<file path="config.mk">
export PLATFORM = sky130hd
export DESIGN_NAME = alu_muldiv
export DESIGN_NICKNAME = d
export VERILOG_FILES = /design/src/rtl/alu_pkg.sv /design/src/rtl/muldiv_abs.sv /design/src/rtl/alu_muldiv.sv
export SDC_FILE = /design/constraint.sdc
export NUM_CORES = 1
export LEC_CHECK = 0
export CORE_MARGIN = 2
export CORE_UTILIZATION = 40
export DETAILED_ROUTE_END_ITERATION = 6
export HOLD_SLACK_MARGIN = 0.08
export MAX_ROUTING_LAYER = met4
export PLACE_DENSITY = 0.55
export SLEW_MARGIN = 10
export SYNTH_ARGS = -nofsm -noshare
export SYNTH_HDL_FRONTEND = slang
export SYNTH_SLANG_ARGS = --single-unit
</file>
<file path="constraint.sdc">
create_clock -name i_clk -period 5.4 [get_ports i_clk]
set_input_delay 0.81 -clock i_clk [delete_from_list [all_inputs] [get_ports i_clk]]
set_output_delay 0.81 -clock i_clk [all_outputs]
set_load 0.005 [all_outputs]
</file>
<file path="src/rtl/alu_pkg.sv">
// alu_pkg: shared definitions for the execute-stage iterative multiply/divide unit.
//   - muldiv_op_e    : operation encodings carried on the unit's op input
//   - muldiv_state_e : sequencer states
//   - cnt_width()    : width of the step counter for a given operand width
//   - op_is_div(), op_is_signed() : decode helpers for the raw 2-bit op field
package alu_pkg;

  typedef enum logic [1:0] {
    OpMultu = 2'b00,
    OpMult  = 2'b01,
    OpDivu  = 2'b10,
    OpDiv   = 2'b11
  } muldiv_op_e;

  typedef enum logic [1:0] {
    StIdle  = 2'b00,
    StRun   = 2'b01,
    StFixup = 2'b10
  } muldiv_state_e;

  // The counter is loaded with the full step count, so it must hold WIDTH itself.
  function automatic int unsigned cnt_width(input int unsigned width);
    return $clog2(width + 1);
  endfunction

  function automatic logic op_is_div(input logic [1:0] op);
    return (op == OpDivu) || (op == OpDiv);
  endfunction

  function automatic logic op_is_signed(input logic [1:0] op);
    return (op == OpMult) || (op == OpDiv);
  endfunction

endpackage

</file>
<file path="src/rtl/muldiv_abs.sv">
// muldiv_abs: combinational two's-complement conditional negate.
// Used both to take the magnitude of a signed operand (i_neg = sign bit) and to
// restore the sign of a result after the unsigned magnitude datapath.
//   i_value [WIDTH-1:0] : value to condition
//   i_neg               : 1 = output the two's-complement negation, 0 = pass through
//   o_value [WIDTH-1:0] : conditioned value (modulo 2^WIDTH)
module muldiv_abs #(
  parameter int unsigned WIDTH = 32
) (
  input  logic [WIDTH-1:0] i_value,
  input  logic             i_neg,
  output logic [WIDTH-1:0] o_value
);

  always_comb begin
    o_value = i_neg ? (~i_value + WIDTH'(1)) : i_value;
  end

endmodule

</file>
<file path="src/rtl/alu_muldiv.sv">
// alu_muldiv: iterative MULTU/MULT/DIVU/DIV unit with architectural hi/lo registers.
// One radix-2 step per cycle over unsigned magnitudes, followed by a sign-fixup cycle.
// Configuration macro: ALU_MULDIV_EARLY_OUT_EN (multiplies stop once the remaining
// multiplier magnitude is zero; division timing is unaffected).
//   i_clk          : clock, all state on the rising edge
//   i_reset        : synchronous active-high reset, aborts any operation in flight
//   i_start        : request, sampled only in idle
//   i_op [1:0]     : 00 MULTU, 01 MULT, 10 DIVU, 11 DIV
//   i_input_a      : multiplicand / dividend
//   i_input_b      : multiplier / divisor
//   o_hi           : product upper half / remainder
//   o_lo           : product lower half / quotient
//   o_busy         : operation in progress (RUN or FIXUP)
//   o_done         : one-cycle completion pulse, coincident with new hi/lo
//   o_div_zero     : last completed operation was a division by zero
module alu_muldiv
  import alu_pkg::*;
#(
  parameter int unsigned WIDTH = 32
) (
  input  logic             i_clk,
  input  logic             i_reset,
  input  logic             i_start,
  input  logic [1:0]       i_op,
  input  logic [WIDTH-1:0] i_input_a,
  input  logic [WIDTH-1:0] i_input_b,
  output logic [WIDTH-1:0] o_hi,
  output logic [WIDTH-1:0] o_lo,
  output logic             o_busy,
  output logic             o_done,
  output logic             o_div_zero
);

  localparam int unsigned CntW = cnt_width(WIDTH);

`ifdef ALU_MULDIV_EARLY_OUT_EN
  localparam bit EarlyOut = 1'b1;
`else
  localparam bit EarlyOut = 1'b0;
`endif

  // Sequencer and datapath state.
  muldiv_state_e      r_state;
  logic               r_is_div;
  logic               r_neg_res;   // operand signs differ: negate product / quotient
  logic               r_neg_rem;   // dividend negative: negate remainder
  logic               r_dz;        // operation in flight is a division by zero
  logic [CntW-1:0]    r_cnt;
  // Multiply: running product. Divide: {partial remainder, dividend/quotient}.
  // Divide by zero: the final {hi, lo} pattern, passed straight through FIXUP.
  logic [2*WIDTH-1:0] r_acc;
  logic [2*WIDTH-1:0] r_mcand;     // multiplicand magnitude, shifted left each step
  logic [WIDTH-1:0]   r_opb;       // multiplier (shifted right each step) or divisor

  // Architectural outputs.
  logic [WIDTH-1:0]   r_hi;
  logic [WIDTH-1:0]   r_lo;
  logic               r_busy;
  logic               r_done;
  logic               r_div_zero;

  // Operand conditioning.
  logic               w_is_div;
  logic               w_is_signed;
  logic               w_neg_a;
  logic               w_neg_b;
  logic               w_b_zero;
  logic [WIDTH-1:0]   w_mag_a;
  logic [WIDTH-1:0]   w_mag_b;

  always_comb begin
    w_is_div    = op_is_div(i_op);
    w_is_signed = op_is_signed(i_op);
    w_neg_a     = w_is_signed & i_input_a[WIDTH-1];
    w_neg_b     = w_is_signed & i_input_b[WIDTH-1];
    w_b_zero    = (i_input_b == '0);
  end

  muldiv_abs #(
    .WIDTH (WIDTH)
  ) u_abs_a (
    .i_value (i_input_a),
    .i_neg   (w_neg_a),
    .o_value (w_mag_a)
  );

  muldiv_abs #(
    .WIDTH (WIDTH)
  ) u_abs_b (
    .i_value (i_input_b),
    .i_neg   (w_neg_b),
    .o_value (w_mag_b)
  );

  // Shift-add multiply step.
  logic [2*WIDTH-1:0] w_mul_acc;
  logic [WIDTH-1:0]   w_mul_opb;

  always_comb begin
    w_mul_acc = r_opb[0] ? (r_acc + r_mcand) : r_acc;
    w_mul_opb = r_opb >> 1;
  end

  // Restoring divide step: shift the next dividend bit into the remainder, then
  // try to subtract. The borrow out of the (WIDTH+1)-bit subtract decides the bit.
  logic [WIDTH:0]     w_rem_sh;
  logic [WIDTH:0]     w_rem_sub;
  logic [2*WIDTH-1:0] w_div_acc;

  always_comb begin
    w_rem_sh  = r_acc[2*WIDTH-1:WIDTH-1];
    w_rem_sub = w_rem_sh - {1'b0, r_opb};
    if (!w_rem_sub[WIDTH]) begin
      w_div_acc = {w_rem_sub[WIDTH-1:0], r_acc[WIDTH-2:0], 1'b1};
    end else begin
      w_div_acc = {w_rem_sh[WIDTH-1:0], r_acc[WIDTH-2:0], 1'b0};
    end
  end

  // RUN ends after the last counted step, or earlier for a multiply whose
  // remaining multiplier has run out of set bits.
  logic w_run_last;

  always_comb begin
    w_run_last = (r_cnt == CntW'(1)) || (EarlyOut && !r_is_div && (w_mul_opb == '0));
  end

  // Sign correction applied in FIXUP.
  logic [2*WIDTH-1:0] w_fix_prod;
  logic [WIDTH-1:0]   w_fix_quo;
  logic [WIDTH-1:0]   w_fix_rem;

  muldiv_abs #(
    .WIDTH (2 * WIDTH)
  ) u_fix_prod (
    .i_value (r_acc),
    .i_neg   (r_neg_res),
    .o_value (w_fix_prod)
  );

  muldiv_abs #(
    .WIDTH (WIDTH)
  ) u_fix_quo (
    .i_value (r_acc[WIDTH-1:0]),
    .i_neg   (r_neg_res),
    .o_value (w_fix_quo)
  );

  muldiv_abs #(
    .WIDTH (WIDTH)
  ) u_fix_rem (
    .i_value (r_acc[2*WIDTH-1:WIDTH]),
    .i_neg   (r_neg_rem),
    .o_value (w_fix_rem)
  );

  always_ff @(posedge i_clk) begin
    if (i_reset) begin
      r_state    <= StIdle;
      r_is_div   <= 1'b0;
      r_neg_res  <= 1'b0;
      r_neg_rem  <= 1'b0;
      r_dz       <= 1'b0;
      r_cnt      <= '0;
      r_acc      <= '0;
      r_mcand    <= '0;
      r_opb      <= '0;
      r_hi       <= '0;
      r_lo       <= '0;
      r_busy     <= 1'b0;
      r_done     <= 1'b0;
      r_div_zero <= 1'b0;
    end else begin
      r_done <= 1'b0;
      unique case (r_state)
        StIdle: begin
          if (i_start) begin
            r_is_div  <= w_is_div;
            r_neg_res <= w_neg_a ^ w_neg_b;
            r_neg_rem <= w_neg_a;
            r_dz      <= w_is_div & w_b_zero;
            r_cnt     <= CntW'(WIDTH);
            r_mcand   <= {{WIDTH{1'b0}}, w_mag_a};
            r_opb     <= w_mag_b;
            r_busy    <= 1'b1;
            if (w_is_div && w_b_zero) begin
              r_acc   <= {i_input_a, {WIDTH{1'b1}}};
              r_state <= StFixup;
            end else if (w_is_div) begin
              r_acc   <= {{WIDTH{1'b0}}, w_mag_a};
              r_state <= StRun;
            end else begin
              r_acc   <= '0;
              // A zero multiplier has nothing to accumulate when stopping early.
              r_state <= (EarlyOut && (w_mag_b == '0)) ? StFixup : StRun;
            end
          end
        end
        StRun: begin
          if (r_is_div) begin
            r_acc <= w_div_acc;
          end else begin
            r_acc   <= w_mul_acc;
            r_mcand <= r_mcand << 1;
            r_opb   <= w_mul_opb;
          end
          r_cnt <= r_cnt - CntW'(1);
          if (w_run_last) begin
            r_state <= StFixup;
          end
        end
        StFixup: begin
          if (r_dz) begin
            r_hi <= r_acc[2*WIDTH-1:WIDTH];
            r_lo <= r_acc[WIDTH-1:0];
          end else if (r_is_div) begin
            r_hi <= w_fix_rem;
            r_lo <= w_fix_quo;
          end else begin
            r_hi <= w_fix_prod[2*WIDTH-1:WIDTH];
            r_lo <= w_fix_prod[WIDTH-1:0];
          end
          r_div_zero <= r_dz;
          r_done     <= 1'b1;
          r_busy     <= 1'b0;
          r_state    <= StIdle;
        end
        default: begin
          r_busy  <= 1'b0;
          r_state <= StIdle;
        end
      endcase
    end
  end

  always_comb begin
    o_hi       = r_hi;
    o_lo       = r_lo;
    o_busy     = r_busy;
    o_done     = r_done;
    o_div_zero = r_div_zero;
  end

endmodule

</file>
==> results of run 1 <==
-- routing by layer --
metal	share of wire (%)	track usage, %	wire length, um	vias up
met3	7.8	4.61	6020	165
met5	0	-	0	-
li1	-	-	-	9502
met2	43	48.3	32800	883
met4	3.7	11.2	2890	0
met1	46	44.4	35400	9339
-- tightest hold or removal path, stage by stage (launching register included) --
cell and delay (ns):
dfxtp_1 0.31, nand2_1 0.05, a21oi_1 0.05
-- power by group through the flow --
stage | sequential (uW) | combinational [uW] | clock [uW]
finish | 2410 | 4690 | 2150
global route | 2440 | 5100 | 2260
CTS | 2390 | 4610 | 2190
detailed placement | 2430 | 4580 | 0
global placement | 2420 | 4560 | 0
floorplan | 2320 | 3160 | 0
-- logic make-up (layout without fill, tap and decap cells) --
kind of cell / count (synthesis) / in the layout / share of synthesized area [%]
AO/OA/AOI/OAI: 901 / 901 / 31.0
XOR/XNOR: 189 / 189 / 8.95
adder cells (fa/ha/maj): 103 / 103 / 7.01
buffers and inverters: 248 / 335 / 5.10
flip-flops: 239 / 239 / 25.7
multiplexers: 20 / 20 / 1.10
other: 0 / 3 / 0
AND/OR/NAND/NOR: 865 / 865 / 21.1
-- per-stage QoR --
step	instances	hold WS [ns]	total power [uW]	setup slack, ns	util [%]
3_3_place_gp	3195	0.449	6980	1.12	45.1
6_report	3255	0.457	9250	1.04	47.4
4_1_cts	3252	0.463	9180	1.09	47.4
3_5_place_dp	3195	0.454	7010	1.10	45.1
5_1_grt	3255	0.494	9800	0.760	47.4
2_1_floorplan	2565	0.446	5480	2.13	-
-- state kept, by name, indices dropped and copies added, names as in the netlist --
register / cells
r_neg_res: 1
r_cnt: 6
r_mcand: 64
r_opb: 32
r_neg_rem: 1
o_div_zero: 1
o_hi: 32
o_lo: 32
r_acc: 64
r_is_div: 1
o_busy: 1
r_state: 2
r_dz: 1
o_done: 1
-- final timing paths --
check	from	end	slack (ns)	cells after the start
worst min-delay path	o_lo[0]	o_lo[0]	0.46	2
worst min register to register	o_lo[0]	o_lo[0]	0.46	2
worst max register to register	r_acc[32]	r_acc[60]	1.04	13
worst max-delay path	r_acc[32]	r_acc[60]	1.04	13
-- cell type report --
class	instances	area [sq um]
Fill cell	4643	24000
Multi-Input combinational cell	2078	12900
Tap cell	600	751
Clock buffer	44	885
Timing Repair Buffer	195	1800
Sequential cell	239	4790
Clock inverter	13	158
Antenna cell	3	7.51
Inverter	83	312
-- synth_stat cells, types with 40 or more instances --
cell	n	area share, %
dfxtp_1	239	26
a211oi_1	123	5.0
nand3_1	44	1.2
o21ai_0	127	3.4
xor2_1	77	3.6
a21oi_1	296	8.0
nand2_1	206	4.2
nor3_1	55	1.5
xnor2_1	111	5.2
nor2_1	376	7.6
ha_1	101	6.8
inv_1	82	1.7
clkbuf_1	143	2.9
a21o_1	40	1.6
==> metrics.cfg, run 1 <==
[finish]
drive_gt1_share_pct=5.66
layout_common_cells=nor2_1 (372), a21oi_1 (296), dfxtp_1 (238)
nets=2800
syn2layout_area_growth_pct=16.3
final_common_cell=nor2_1
design_area_sq_um=21600

[placement]
io_buffers=135
dpl_cell_area_sq_um=20600
gp_congestion=1.01
dp_hpwl_mm=58.7

[logic_synthesis]
yosysSeqAreaShare_pct=25.7
synthCells=2565
ys_types=88
synth-seq-cells=239
syn-cell-area_sq_um=18600
ys.flop_type=dfxtp_1
synthArstFlopShare_pct=0
synth.avg_cell_area_sq_um=7.25
synth_nets=2737
ys_warn_count=0
synth_edf_count=0

[power_and_ir_drop]
peakVddDrop_mv=0.264
p_clk_share_pct=23.3
powerDensity_nw_per_um2=428
p_sw_uw=4190
cellLeakagePower_uw=0.00817
seq_power_share_pct=26.0
internal_power_uw=5060
combPwrFrac_pct=50.7
sw_frac_of_total_pct=45.3

[global_routing]
grt_pass1_wl_mm=115
overflow=0
grt_pass1_vias=18400
antenna_found_initial=4
grt_util_all_layers_pct=32.3
grt_max_degree=84

[clock_tree]
cts_buffers=31
cts_tree=yes
cts.root.buffer_cell=clkbuf_16
clkTransAtPathRegs_ns=0.06
clock_path_buffers=3
cts-resized-gates=0
clkLatencyLatePin_ns=0.61
ctsHtreeMaxLevel=1
post_cts_buffers=0
clock_sinks=239
cts_hold_buf=0

[die]
num_rows=78
chipHeight_um=220
start_util_pct=40.8
coreArea_sq_um=45600
io_pins=136
dieWidth_um=220
fp.dieArea_sq_um=48200

[worst_setup_path]
critical_path_class=reg -> reg
critical_path.startpoint_type=register
crit_path_max_incr_delay_ns=0.54
cp_top_family=compound AO/OA/AOI/OAI gates
critical_path_peak_fanout=18
worst-path-buf-inv=2
end_kind=register
required_ns=5.88
critPathMostFrequentCell=a21oi_1
critPathArrivalTime_ns=4.84
path_cells=inv_1 -> fa_1 -> nand2b_1 -> a21oi_1 -> o21ai_0 -> a31oi_2 -> a21oi_1 -> xnor2_4 -> buf_4 -> nand2_1 -> o221ai_1 -> a41o_1 -> nor2_1
crit_slowest_cell=dfxtp_1

[timing]
hold_viol_final=0
rsz0062_at_grt=false
post-route-period-util_pct=80.7
worst_pin_slew_ns=1.03
max-slew-margin-rel_pct=30.8
period_needed_ns=4.36
setup_tns_ns=0
fin_skew_ns=0.0284
fmax_ghz=0.229
slew_violations=0
setup_viol=0

[run_status]
status=complete, no violations

[drt]
antenna_left=0
vias=19900
drt-vias-per-instance=6.11
drtIter0Drc=2085
drc=0
wl_per_cell_um=23.7
firstDrtPassIters=6
drt-total-wl_mm=77.1

[worst_hold_path]
hp-class=reg -> reg

[run]
maxCapViolCount=0

No activity file was read; power rests on OpenSTA's default activity.
==> run 2: changes to the inputs <==
==> constraint.sdc (replaced) <==
create_clock -name i_clk -period 4.4 [get_ports i_clk]
set_input_delay 0.66 -clock i_clk [delete_from_list [all_inputs] [get_ports i_clk]]
set_output_delay 0.66 -clock i_clk [all_outputs]
set_load 0.005 [all_outputs]
==> metrics.cfg, run 2 (synthesis gave the netlist of run 1 again) <==
[die]
io_pins=136  ; unchanged
coreArea_sq_um=45600  ; unchanged
fp.dieArea_sq_um=48200  ; unchanged
num_rows=78  ; unchanged
start_util_pct=40.8  ; unchanged
chipHeight_um=220  ; unchanged
dieWidth_um=220  ; unchanged

[timing]
period_needed_ns=4.25  ; -0.114 ns
slew_violations=0  ; unchanged
worst_pin_slew_ns=1.16  ; +0.127 ns
max-slew-margin-rel_pct=22.3  ; -8.6 points
fin_skew_ns=0.0376  ; +0.00918 ns
setup_tns_ns=0  ; unchanged
hold_viol_final=0  ; unchanged
rsz0062_at_grt=false
setup_viol=0  ; unchanged
fmax_ghz=0.236  ; +2.7%
setup_slack_ns=0.154  ; -0.886 ns
post-route-period-util_pct=96.5  ; +16 points

[worst_hold_path]
hp-class=reg -> reg

[clock_tree]
cts_tree=yes
ctsHtreeMaxLevel=2  ; +1
clkLatencyLatePin_ns=0.56  ; -0.05 ns
cts.root.buffer_cell=clkbuf_16
cts_hold_buf=0  ; unchanged
clkTransAtPathRegs_ns=0.06  ; about the same
clock_sinks=239  ; unchanged
clock_path_buffers=3  ; unchanged
cts_buffers=34  ; +9.7%

[placement]
dpl_cell_area_sq_um=21000  ; +1.9%
dp_slack_ns=0.141  ; -0.954 ns
gp_congestion=1.01  ; +0.56%
dp_hpwl_mm=58.8  ; +0.13%
io_buffers=135  ; unchanged

[worst_setup_path]
critical_path.startpoint_type=register
critical_path_peak_fanout=8  ; -10
required_ns=4.79  ; -1.09 ns
end_kind=register
critical_path_class=reg -> reg
critPathArrivalTime_ns=4.64  ; -0.20 ns

[drt]
antenna_left=0  ; unchanged
drtIter0Drc=1978  ; -5.1%
drt-vias-per-instance=6.10  ; -0.23%
drt-total-wl_mm=77.2  ; +0.14%
firstDrtPassIters=7  ; +1
drc=0  ; unchanged
wl_per_cell_um=23.3  ; -1.6%
vias=20200  ; +1.6%

[finish]
nets=2861  ; +2.2%
syn2layout_area_growth_pct=19.3
final_common_cell=nor2_1
layout_common_cells=nor2_1 (373), a21oi_1 (295), dfxtp_1 (238)
top_regs=r_acc x64, r_mcand x64
design_area_sq_um=22200  ; +2.6%
drive_gt1_share_pct=7.79  ; +2.1 points

[power_and_ir_drop]
power_uw=11900  ; +28%
peakVddDrop_mv=0.322  ; +22%
cellLeakagePower_uw=0.00852  ; +4.2%
powerDensity_nw_per_um2=534  ; +25%

[global_routing]
grt_pass1_vias=18500  ; +0.95%
grt_max_degree=127  ; +51%
grt_util_all_layers_pct=32.2  ; -0.057 points
grt_pass1_wl_mm=115  ; -0.25%
overflow=0  ; unchanged
antenna_found_initial=4  ; unchanged

[run_status]
status=complete, no violations

[run]
maxCapViolCount=0  ; unchanged

## run 2: power by group
part / internal (uW) / total (uW) / switching [uW]
clock: 1740 / 2860 / 1120
sequential: 2520 / 2870 / 357
combinational: 2310 / 6120 / 3810
## run 2: routing by layer
layer | global-route usage [%] | vias up | share of wire, %
li1 | - | 9614 | -
met1 | 44.1 | 9641 | 46
met2 | 48.0 | 804 | 43
met3 | 5.56 | 143 | 7.7
met4 | 10.7 | 0 | 3.2
met5 | - | - | 0
## run 2: cell type report
class	instances	area (sq um)
Antenna cell	4	10.0
Clock buffer	45	983
Clock inverter	12	150
Fill cell	4599	23400
Inverter	83	312
Multi-Input combinational cell	2079	12900
Sequential cell	239	4790
Tap cell	600	751
Timing Repair Buffer	252	2260
## run 2: metrics by stage
stage                     cells  utilization, %  hold WS (ns)
after floorplan            2565               -         0.446
after global placement     3244            46.0         0.455
after detailed placement   3244            46.0         0.458
after CTS                  3301            48.5         0.466
after global routing       3314            48.7         0.486
final                      3314            48.7         0.463
## run 2: path summary, 6_finish.rpt
path         cells past startpoint         end        from  slack [ns]
max reg2reg                     12   r_acc[38]   r_acc[31]        0.15
max                             12   r_acc[38]   r_acc[31]        0.15
min                              2  o_div_zero  o_div_zero        0.46
min reg2reg                      2  o_div_zero  o_div_zero        0.46
## run 2: what timing repair did
action / 4_1_cts / 5_1_grt
setup buffers: 0 / 8
endpoints found under the setup margin: 0 / 6
resized for setup: 0 / 2
## run 2: critical path, stage by stage, from the launching register on
cell,delay (ns)
dfxtp_1,0.40
inv_1,0.12
ha_1,0.24
fa_1,0.38
nand2b_1,0.21
a21oi_1,0.25
o21ai_0,0.29
a31oi_2,0.43
a21oi_2,0.23
xnor2_4,0.44
mux2_2,0.39
a221oi_1,0.52
a311oi_1,0.17
==> run 3: changes to the inputs <==
--- a/config.mk
+++ b/config.mk
@@ -6,11 +6,12 @@
 export NUM_CORES = 1
 export LEC_CHECK = 0
 export CORE_MARGIN = 2
-export CORE_UTILIZATION = 40
+export CORE_UTILIZATION = 60
 export DETAILED_ROUTE_END_ITERATION = 6
+export DONT_BUFFER_PORTS = 1
 export HOLD_SLACK_MARGIN = 0.08
 export MAX_ROUTING_LAYER = met4
-export PLACE_DENSITY = 0.55
+export PLACE_DENSITY = 0.73
 export SLEW_MARGIN = 10
 export SYNTH_ARGS = -nofsm -noshare
 export SYNTH_HDL_FRONTEND = slang
==> metrics.cfg, run 3 (synthesis gave the netlist of run 1 again) <==
[drt]
wl_per_cell_um=23.6  ; +1.4%
drt-vias-per-instance=6.81  ; +12%
drt-total-wl_mm=68.8  ; -11%
antenna_left=0  ; unchanged
firstDrtPassIters=6  ; -1
drtIter0Drc=2510  ; +27%
vias=19800  ; -1.8%
drc=0  ; unchanged

[timing]
setup_tns_ns=0  ; unchanged
hold_ws_ns=0.170  ; -0.293 ns
worst_pin_slew_ns=1.05  ; -0.111 ns
slew_violations=0  ; unchanged
fmax_ghz=0.239  ; +1.6%
period_needed_ns=4.18  ; -0.0650 ns
hold_viol_final=0  ; unchanged
rsz0062_at_grt=false
post-route-period-util_pct=95.0  ; -1.5 points
max-slew-margin-rel_pct=29.4  ; +7.1 points
fin_skew_ns=0.0214  ; -0.0162 ns
setup_viol=0  ; unchanged

[die]
coreArea_sq_um=30500  ; -33%
fp.dieArea_sq_um=32400  ; -33%
chipHeight_um=180  ; -18%
io_pins=136  ; unchanged
num_rows=64  ; -18%
start_util_pct=60.9  ; +20 points
dieWidth_um=180  ; -18%

[worst_setup_path]
path_cells=ha_1 -> o21ai_1 -> a211oi_1 -> nand3b_1 -> a2111oi_0 -> buf_4 -> o2111ai_1 -> a21oi_1 -> a21oi_1 -> xnor2_1 -> a211oi_1 -> a2111oi_0
critical_path_peak_fanout=9  ; +1
critical_path.startpoint_type=register
regToRegSetupSlack_ns=0.22  ; +0.06 ns
crit_slowest_cell=a2111oi_0
worst-path-buf-inv=1  ; unchanged
cp_top_family=compound AO/OA/AOI/OAI gates
r2r_cells=12  ; unchanged
required_ns=4.84  ; +0.05 ns
crit_path_max_incr_delay_ns=0.90  ; +0.38 ns
critical_path_class=reg -> reg
end_kind=register
critPathArrivalTime_ns=4.62  ; -0.02 ns
r2r-end=r_acc[59]
reg2reg_from=r_acc[6]

[worst_hold_path]
hp-class=in -> reg
hold_path_end=r_acc[47]
holdCritStartpoint=i_reset
min_path_cells=1  ; -1

[run_status]
status=complete, no violations

[clock_tree]
clkTransAtPathRegs_ns=0.07  ; about the same
cts_hold_buf=0  ; unchanged
ctsHtreeMaxLevel=1  ; -1
clock_path_buffers=3  ; unchanged
cts_tree=yes
clkLatencyLatePin_ns=0.57  ; about the same
clock_sinks=239  ; unchanged
cts_buffers=28  ; -18%
cts.root.buffer_cell=clkbuf_16

[placement]
io_buffers=0  ; -100%
gp_congestion=1.05  ; +3.3%
dp_hpwl_mm=51.3  ; -13%
dp_cells=2855  ; -12%

[finish]
fin_cells=2912  ; -12%
final_common_cell=nor2_1
layout_common_cells=nor2_1 (374), a21oi_1 (296), dfxtp_1 (238)
n_antenna_cell=0  ; -4
top_regs=r_acc x64, r_mcand x64
syn2layout_area_growth_pct=7.50
drive_gt1_share_pct=6.00  ; -1.8 points
nets=2669  ; -6.7%

[global_routing]
grt_pass1_vias=18400  ; -0.95%
grt_util_all_layers_pct=42.2  ; +10 points
antenna_found_initial=1  ; -3
overflow=0  ; unchanged
grt_max_degree=202  ; +59%
grt_pass1_wl_mm=106  ; -8.0%

[power_and_ir_drop]
peakVddDrop_mv=0.391  ; +22%
cellLeakagePower_uw=0.00767  ; -10%
powerDensity_nw_per_um2=546  ; +2.3%

[run]
maxCapViolCount=0  ; unchanged

==> run 3: what timing repair did <==
action                     4_1_cts  5_1_grt
setup endpoints to repair        0        2
gates resized for setup          0        0
setup buffers                    0        8
==> run 3: cell type report <==
type	instances	area, sq um
fillers	2674	10500
clock inverters	14	154
inverters	83	312
repair buffers	67	541
clock buffers	35	787
well taps	396	495
multi-input cells	2078	12900
flip-flops and latches	239	4790
==> run 3: worst max path at each step <==
| stage | slack, ns | cells past startpoint | end | start |
|---|---|---|---|---|
| after floorplan | 1.13 | 12 | r_acc[62] | r_acc[32] |
| after global placement | 0.42 | 13 | r_acc[59] | r_acc[10] |
| after detailed placement | 0.33 | 12 | r_acc[59] | r_acc[2] |
| after CTS | 0.27 | 12 | r_acc[59] | r_acc[6] |
| after global routing | 0.06 | 12 | r_acc[59] | r_acc[2] |
| final | 0.22 | 12 | r_acc[59] | r_acc[6] |
==> run 3: power by group <==
group | internal (uW) | leakage (uW) | total, uW | switching [uW]
Clock | 1390 | 0.000458 | 2400 | 1010
Sequential | 2520 | 0.00195 | 2970 | 458
Combinational | 2050 | 0.00526 | 5550 | 3490
Total | 5960 | 0.00767 | 10900 | 4960
==> run 3: stage by stage <==
| step | setup slack [ns] | power, uW | utilization [%] | cell area [sq um] |
|---|---|---|---|---|
| final | 0.219 | 10900 | 65.5 | 20000 |
| after global routing | 0.0637 | 11500 | 65.5 | 20000 |
| after CTS | 0.266 | 10600 | 65.3 | 19900 |
| after detailed placement | 0.335 | 8230 | 62.2 | 19000 |
| after global placement | 0.422 | 8140 | 62.2 | 19000 |
| after floorplan | 1.13 | 6720 | - | 18600 |
==> run 3: metal layers <==
layer / routed length [um] / global-route usage, % / up-vias
met3: 8000 / 9.36 / 241
met4: 4180 / 22.2 / 0
li1: - / - / 9239
met5: 0 / - / -
met2: 29400 / 63.4 / 1159
met1: 27200 / 53.1 / 9200
==> run 3: worst reg2reg max path: cells and delay by family (launching register included) <==
family	cells	cell delay, ns
AOI/OAI and AO/OA	8	2.55
DFF	1	0.42
adders and majority gates	1	0.40
buffers and inverters	1	0.25
and+or+nand+nor	1	0.22
xor gates and xnor gates	1	0.21
